--- config.mk ---
export PLATFORM = sky130hd
export DESIGN_NAME = weight_fetch_ctrl_flat
export DESIGN_NICKNAME = d
export VERILOG_FILES = /design/src/rtl/weight_fetch_ctrl_pkg.sv /design/src/rtl/weight_fetch_ctrl_if.sv /design/src/rtl/weight_fetch_ctrl_kernel_pack_reg.sv /design/src/rtl/weight_fetch_ctrl.sv /design/src/flat_wrapper.sv
export SDC_FILE = /design/constraint.sdc
export NUM_CORES = 1
export LEC_CHECK = 0
export CAP_MARGIN = 20
export CORE_MARGIN = 2
export CORE_UTILIZATION = 30
export CTS_BUF_LIST = sky130_fd_sc_hd__clkbuf_8
export CTS_CLUSTER_DIAMETER = 40
export CTS_CLUSTER_SIZE = 10
export DETAILED_ROUTE_END_ITERATION = 12
export PLACE_DENSITY = 0.56
export SKIP_CTS_REPAIR_TIMING = 1
export SLEW_MARGIN = 0
export SYNTH_ARGS = -nofsm -noshare
export SYNTH_HDL_FRONTEND = slang
export SYNTH_SLANG_ARGS = --single-unit
--- constraint.sdc ---
create_clock -name clk -period 2.35 [get_ports clk]
set_input_delay 0.3525 -clock clk [delete_from_list [all_inputs] [get_ports clk]]
set_output_delay 0.3525 -clock clk [all_outputs]
set_load 0.02 [all_outputs]
--- src/rtl/weight_fetch_ctrl_pkg.sv ---
// Shared CNN weight-fetch definitions: FSM encoding, default kernel geometry, ROM base.
// Latency: n/a (package only).
// Backpressure: n/a (package only).
package weight_fetch_ctrl_pkg;

    typedef enum logic [1:0] {
        ST_IDLE  = 2'd0,
        ST_FETCH = 2'd1,
        ST_HOLD  = 2'd2
    } wfc_state_e;

    localparam int WFC_KERNEL_TAPS = 9;   // 3x3 kernel
    localparam int WFC_NUM_KERNELS = 7;
    localparam int WFC_BASE_ADDR   = 0;   // must agree with the ROM init range

    // Width of a tap counter; never zero so a 1-tap kernel still elaborates.
    function automatic int wfc_tap_bits(input int taps);
        return (taps > 1) ? $clog2(taps) : 1;
    endfunction

endpackage

--- src/rtl/weight_fetch_ctrl_if.sv ---
// Bus bundle between the weight fetch controller and its parent (layer FSM, ROM, conv engine).
// Latency: n/a (wires only). master = weight_fetch_ctrl, slave = parent side.
// Backpressure: kernel_valid/kernel_ready handshake on the packed kernel stream.
interface weight_fetch_ctrl_if #(
    parameter int RAM_WIDTH   = 4,
    parameter int ADDR_BITS   = 6,
    parameter int KERNEL_TAPS = 9,
    parameter int KSEL_BITS   = 3
);
    logic                             start;
    logic                             start_all;
    logic [KSEL_BITS-1:0]             kernel_sel;
    logic [ADDR_BITS-1:0]             rom_addr;
    logic [RAM_WIDTH-1:0]             rom_data;
    logic [KERNEL_TAPS*RAM_WIDTH-1:0] kernel_data;
    logic [KSEL_BITS-1:0]             kernel_idx;
    logic                             kernel_valid;
    logic                             kernel_ready;
    logic                             busy;
    logic                             done;
    logic                             sel_err;

    modport master (
        input  start, start_all, kernel_sel, rom_data, kernel_ready,
        output rom_addr, kernel_data, kernel_idx, kernel_valid, busy, done, sel_err
    );

    modport slave (
        output start, start_all, kernel_sel, rom_data, kernel_ready,
        input  rom_addr, kernel_data, kernel_idx, kernel_valid, busy, done, sel_err
    );
endinterface

--- src/rtl/weight_fetch_ctrl_kernel_pack_reg.sv ---
// KERNEL_TAPS x RAM_WIDTH pack register with tap-indexed write; tap 0 in the low bits.
// Latency: write visible on data_o the cycle after wr_en_i.
// Backpressure: none; holds contents until a slot is rewritten.
// Ports: clk, rst_n, wr_en_i, wr_tap_i, wr_dat_i in; data_o (packed kernel) out.
module weight_fetch_ctrl_kernel_pack_reg #(
    parameter int TAPS     = 9,
    parameter int WIDTH    = 4,
    parameter int TAP_BITS = 4
) (
    input  logic                     clk,
    input  logic                     rst_n,
    input  logic                     wr_en_i,
    input  logic [TAP_BITS-1:0]      wr_tap_i,
    input  logic [WIDTH-1:0]         wr_dat_i,
    output logic [TAPS*WIDTH-1:0]    data_o
);
    logic [TAPS-1:0][WIDTH-1:0] pack_q;

    always_ff @(posedge clk or negedge rst_n) begin
        if (!rst_n) begin
            pack_q <= '0;
        end else begin
            for (int i = 0; i < TAPS; i++) begin
                if (wr_en_i && (wr_tap_i == TAP_BITS'(i))) begin
                    pack_q[i] <= wr_dat_i;
                end
            end
        end
    end

    assign data_o = pack_q;
endmodule

--- src/rtl/weight_fetch_ctrl.sv ---
// Fetches one kernel (or sweeps all) tap by tap from the weight ROM and presents it packed.
// Latency: start -> KERNEL_TAPS fetch cycles -> kernel_valid on cycle KERNEL_TAPS+1.
// Backpressure: kernel_valid and kernel_data hold until kernel_ready; start ignored while busy.
// Ports: clk, rst_n plain; bus (master) carries start/start_all/kernel_sel requests,
//        rom_addr/rom_data ROM port, kernel_* stream, busy/done/sel_err status.
module weight_fetch_ctrl
    import weight_fetch_ctrl_pkg::*;
#(
    parameter int RAM_WIDTH   = 4,
    parameter int ADDR_BITS   = 6,
    parameter int KERNEL_TAPS = WFC_KERNEL_TAPS,
    parameter int NUM_KERNELS = WFC_NUM_KERNELS,
    parameter int BASE_ADDR   = WFC_BASE_ADDR,
    parameter int KSEL_BITS   = 3
) (
    input  logic              clk,
    input  logic              rst_n,
    weight_fetch_ctrl_if.master bus
);
    localparam int TAP_BITS = wfc_tap_bits(KERNEL_TAPS);
    localparam int AW       = ADDR_BITS + KSEL_BITS;
    localparam logic [TAP_BITS-1:0]  LAST_TAP = TAP_BITS'(KERNEL_TAPS - 1);
    localparam logic [KSEL_BITS-1:0] LAST_K   = KSEL_BITS'(NUM_KERNELS - 1);

    wfc_state_e             state_q;
    logic [TAP_BITS-1:0]    tap_q;
    logic [KSEL_BITS-1:0]   cur_k_q;
    logic                   sweep_q;
    logic                   done_q;
    logic                   sel_err_q;

    logic                   fetching;
    logic                   sel_ok;

    assign fetching = (state_q == ST_FETCH);
    assign sel_ok   = 32'(bus.kernel_sel) < 32'(NUM_KERNELS);

    always_ff @(posedge clk or negedge rst_n) begin
        if (!rst_n) begin
            state_q   <= ST_IDLE;
            tap_q     <= '0;
            cur_k_q   <= '0;
            sweep_q   <= 1'b0;
            done_q    <= 1'b0;
            sel_err_q <= 1'b0;
        end else begin
            done_q    <= 1'b0;
            sel_err_q <= 1'b0;
            case (state_q)
                ST_IDLE: begin
                    // start_all wins over a simultaneous start
                    if (bus.start_all) begin
                        cur_k_q <= '0;
                        tap_q   <= '0;
                        sweep_q <= 1'b1;
                        state_q <= ST_FETCH;
                    end else if (bus.start) begin
                        if (sel_ok) begin
                            cur_k_q <= bus.kernel_sel;
                            tap_q   <= '0;
                            sweep_q <= 1'b0;
                            state_q <= ST_FETCH;
                        end else begin
                            sel_err_q <= 1'b1;
                        end
                    end
                end
                ST_FETCH: begin
                    if (tap_q == LAST_TAP) begin
                        tap_q   <= '0;
                        state_q <= ST_HOLD;
                    end else begin
                        tap_q <= tap_q + 1'b1;
                    end
                end
                ST_HOLD: begin
                    if (bus.kernel_ready) begin
                        if (sweep_q && (cur_k_q < LAST_K)) begin
                            cur_k_q <= cur_k_q + 1'b1;
                            state_q <= ST_FETCH;
                        end else begin
                            done_q  <= 1'b1;
                            state_q <= ST_IDLE;
                        end
                    end
                end
                default: state_q <= ST_IDLE;
            endcase
        end
    end

    // Address math at AW bits, then truncated; parameter bounds keep it from wrapping.
    assign bus.rom_addr = fetching
        ? ADDR_BITS'(AW'(BASE_ADDR) + AW'(cur_k_q) * AW'(KERNEL_TAPS) + AW'(tap_q))
        : ADDR_BITS'(BASE_ADDR);

    weight_fetch_ctrl_kernel_pack_reg #(
        .TAPS     (KERNEL_TAPS),
        .WIDTH    (RAM_WIDTH),
        .TAP_BITS (TAP_BITS)
    ) u_pack (
        .clk      (clk),
        .rst_n    (rst_n),
        .wr_en_i  (fetching),
        .wr_tap_i (tap_q),
        .wr_dat_i (bus.rom_data),
        .data_o   (bus.kernel_data)
    );

    assign bus.kernel_idx   = cur_k_q;
    assign bus.kernel_valid = (state_q == ST_HOLD);
    assign bus.busy         = (state_q != ST_IDLE);
    assign bus.done         = done_q;
    assign bus.sel_err      = sel_err_q;
endmodule

--- src/flat_wrapper.sv ---
// flat-port wrapper written by rule: the top's interface ports become plain ports
module weight_fetch_ctrl_flat import weight_fetch_ctrl_pkg::*;
#(
    parameter int RAM_WIDTH   = 4,
    parameter int ADDR_BITS   = 6,
    parameter int KERNEL_TAPS = WFC_KERNEL_TAPS,
    parameter int NUM_KERNELS = WFC_NUM_KERNELS,
    parameter int BASE_ADDR   = WFC_BASE_ADDR,
    parameter int KSEL_BITS   = 3
)
  (clk, rst_n, bus_start, bus_start_all, bus_kernel_sel, bus_rom_data, bus_kernel_ready, bus_rom_addr, bus_kernel_data, bus_kernel_idx, bus_kernel_valid, bus_busy, bus_done, bus_sel_err);
  weight_fetch_ctrl_if #(.RAM_WIDTH(RAM_WIDTH), .ADDR_BITS(ADDR_BITS), .KERNEL_TAPS(KERNEL_TAPS), .KSEL_BITS(KSEL_BITS)) bus_i ();
  input  logic clk;
  input  logic rst_n;
  input wire logic [$bits(bus_i.start)-1:0] bus_start;
  input wire logic [$bits(bus_i.start_all)-1:0] bus_start_all;
  input wire logic [$bits(bus_i.kernel_sel)-1:0] bus_kernel_sel;
  input wire logic [$bits(bus_i.rom_data)-1:0] bus_rom_data;
  input wire logic [$bits(bus_i.kernel_ready)-1:0] bus_kernel_ready;
  output wire logic [$bits(bus_i.rom_addr)-1:0] bus_rom_addr;
  output wire logic [$bits(bus_i.kernel_data)-1:0] bus_kernel_data;
  output wire logic [$bits(bus_i.kernel_idx)-1:0] bus_kernel_idx;
  output wire logic [$bits(bus_i.kernel_valid)-1:0] bus_kernel_valid;
  output wire logic [$bits(bus_i.busy)-1:0] bus_busy;
  output wire logic [$bits(bus_i.done)-1:0] bus_done;
  output wire logic [$bits(bus_i.sel_err)-1:0] bus_sel_err;
  assign bus_i.start = bus_start;
  assign bus_i.start_all = bus_start_all;
  assign bus_i.kernel_sel = bus_kernel_sel;
  assign bus_i.rom_data = bus_rom_data;
  assign bus_i.kernel_ready = bus_kernel_ready;
  assign bus_rom_addr = bus_i.rom_addr;
  assign bus_kernel_data = bus_i.kernel_data;
  assign bus_kernel_idx = bus_i.kernel_idx;
  assign bus_kernel_valid = bus_i.kernel_valid;
  assign bus_busy = bus_i.busy;
  assign bus_done = bus_i.done;
  assign bus_sel_err = bus_i.sel_err;
  weight_fetch_ctrl #(.RAM_WIDTH(RAM_WIDTH), .ADDR_BITS(ADDR_BITS), .KERNEL_TAPS(KERNEL_TAPS), .NUM_KERNELS(NUM_KERNELS), .BASE_ADDR(BASE_ADDR), .KSEL_BITS(KSEL_BITS)) u_core (.clk(clk), .rst_n(rst_n), .bus(bus_i));
endmodule
==> impl_metrics.toml <==
[floorplanning]
die-area_mm2 = 0.00828
fp.coreArea_mm2 = 0.00729
row_count = 31
num_io_pins = 61
die_width_um = 91.0
dieHeight_um = 91.0
start_util = 0.311

[logic_synthesis]
synth.distinct_cells = 34
yosys_warnings = 0
async_flop_share = 1.00
synth-edff-count = 0
synth.ff_latch_count = 48
yosysSeqAreaShare = 0.529
yosys-top-cells-area = "dfrtp_1 (53%), mux2_2 (18%), ha_1 (7.2%)"
yosys.area.top_type_share = 0.529
syn-num-nets = 205
syn_avg_cell_area_um2 = 12.7
yosys_most_used_dff = "dfrtp_1"
synth_top_area_cell = "dfrtp_1"
synthCells = 179
synthesis.area_mm2 = 0.00227

[sta]
maxSlewHeadroom = 0.631
fin_ws_ps = -161
finalHoldViolCount = 0
rsz0062_at_grt = "true"
timing.setup.tns_ps = -177
fin_worst_skew_ps = 7.12
clock.fmax_mhz = 398
layout_min_cycle_time_ps = 2510
worstMarginPinSlew_ps = 553
whs_ps = 31.9
setup_viol = 2
finalCritPeriodShare = 1.07
final_max_slew_viol_count = 0

[global_routing]
grt_use_met3 = 0.0382
use_met1 = 0.184
gr-usage-all-layers = 0.133
grtUsageMet2 = 0.206
busiest_layer = "met2"
grt_pass1_vias = 1760
grt_overflow = 0
grt_max_degree = 26
grt_antenna_before_repair = 0
grt_pass1_wl_mm = 8.82

[clock_network]
cts_buffers = 5
cts_root_buf = "clkbuf_8"
cts_tree = "done"
clk_latency_ps = 300
cts.sinks = 48
clkSlewWorstSetupHoldPaths_ps = 90
htree_num_levels = 2
clk_path_buf_depth = 2

[power]
power.share.sequential = 0.289
pwr-share-clk = 0.099
internal_power_mw = 3.08
peakVddDrop_v = 0.000731
p_per_area_mw_per_mm2 = 1540
combPwrFrac = 0.612
switching_share = 0.391
p_leak_nw = 1.42
power.net_switching_mw = 1.97

[final_layout]
layout_common_cells = "clkdlybuf4s50_1 (55), dfrtp_1 (47), mux2_2 (37)"
layout_commonest_cell = "clkdlybuf4s50_1"
seq_area_mm2 = 0.00120
layout-drive-gt1-share = 0.296
antennaDiodeCount = 0
finish.utilization = 0.449
fillers = 737
nets = 285
multiInputGateArea_mm2 = 0.00111
syn_to_final_growth_pct = 44.4

[routing]
post_drt_wl_per_cell_um = 14.7
wl_mm = 5.27
dr_total_vias = 1657
vias_per_cell = 4.62
ant_nets = 0
drtIter0Drc = 32
drtPass1Iterations = 4
route.detailed.drc = 0

[worst_setup_path]
crit_arrival_ps = 2160
worst-setup-path-type = "reg -> out"
worstPathMaxFanout = 2
ff2ff_path_depth = 7
cp.required_ps = 2000
cp-end-kind = "output port"
crit_path_start_kind = "flip-flop"

[placed_design]
portBuffers = 60
place_congestion = 0.830
post-place-ws_ps = -415
dp_hpwl_mm = 3.82

[status]
status = "finished, violations left"
violations = "setup timing"

[run]
cap_violations = 0

[worst_hold_path]
hp-class = "in -> async"
==> per-stage QoR <==
step	std cells	total power [mW]	cell area, um2
after CTS	354	4.91	3160
final	359	5.05	3280
after detailed placement	346	4.40	3070
after floorplan	179	3.07	2280
after global routing	359	5.41	3280
after global placement	346	4.37	3070
==> logic make-up after synthesis <==
| logic type | count (synthesis) | synth area share |
|---|---|---|
| AO/OA/AOI/OAI | 21 | 0.0617 |
| XOR/XNOR | 4 | 0.0154 |
| adder cells (fa/ha/maj) | 14 | 0.0805 |
| buffers and inverters | 9 | 0.0193 |
| flip-flops | 48 | 0.529 |
| multiplexers | 38 | 0.188 |
| AND/OR/NAND/NOR | 45 | 0.106 |
==> critical path: stages (launching register included) <==
cell and delay (ps):
dfrtp_1 420, ha_4 260, ha_4 160, fa_2 360, a21o_1 180, a21oi_2 120, xor2_1 170, nor2_2 50
buf_6 140
==> final cells by class <==
type / instances / share of cell area
clock buffers: 6 / 0.0252
clock inverters: 2 / 0.00229
inverters: 6 / 0.00687
multi-input cells: 122 / 0.338
flip-flops and latches: 48 / 0.367
well taps: 99 / 0.0378
repair buffers: 76 / 0.223
==> synth_stat cells, types with 2 or more instances <==
master and n:
dfrtp_1 48, mux2_2 37, ha_1 13, nand2_1 13, nor2_1 9, inv_1 6
nand3_1 6, a21oi_1 5, o21ai_0 5, a21o_1 4, and2_1 3, nand2b_1 3
xor2_1 3, buf_2 2, nand4_1 2, nor2b_1 2
==> flip-flops by register name, summed over array words and instances, names as in the netlist <==
signal                 cells
u_core.sweep_q             1
u_core.u_pack.data_o      36
u_core.bus.done            1
u_core.state_q             2
u_core.bus.kernel_idx      3
u_core.bus.sel_err         1
u_core.tap_q               4
==> path summary, 6_finish.rpt <==
kind,startpoint,end,slack [ps]
hold reg to reg,u_core.u_pack.data_o[26],u_core.u_pack.data_o[26],510
max in group asynchronous,rst_n,u_core.u_pack.data_o[27],1780
min in group clk,u_core.u_pack.data_o[26],u_core.u_pack.data_o[26],510
setup reg to reg,u_core.tap_q[1],u_core.u_pack.data_o[35],340
hold / removal,rst_n,u_core.bus.kernel_idx[1],30
setup / recovery,u_core.tap_q[1],bus_rom_addr[5],-160
==> power groups by stage <==
stage          Combinational, mW  Clock (mW)  Sequential (mW)
2_1_floorplan               1.16           0             1.91
3_3_place_gp                2.92           0             1.45
3_5_place_dp                2.94           0             1.46
4_1_cts                     2.95       0.519             1.45
5_1_grt                     3.33       0.559             1.52
6_report                    3.09       0.498             1.46
==> routing by layer <==
layer / up-vias / share of wire
met5: - / 0
met4: 0 / 0.0091
met3: 5 / 0.063
met2: 44 / 0.46
met1: 819 / 0.47
li1: 789 / -
Note: power is estimated with default switching activity, not from simulation.
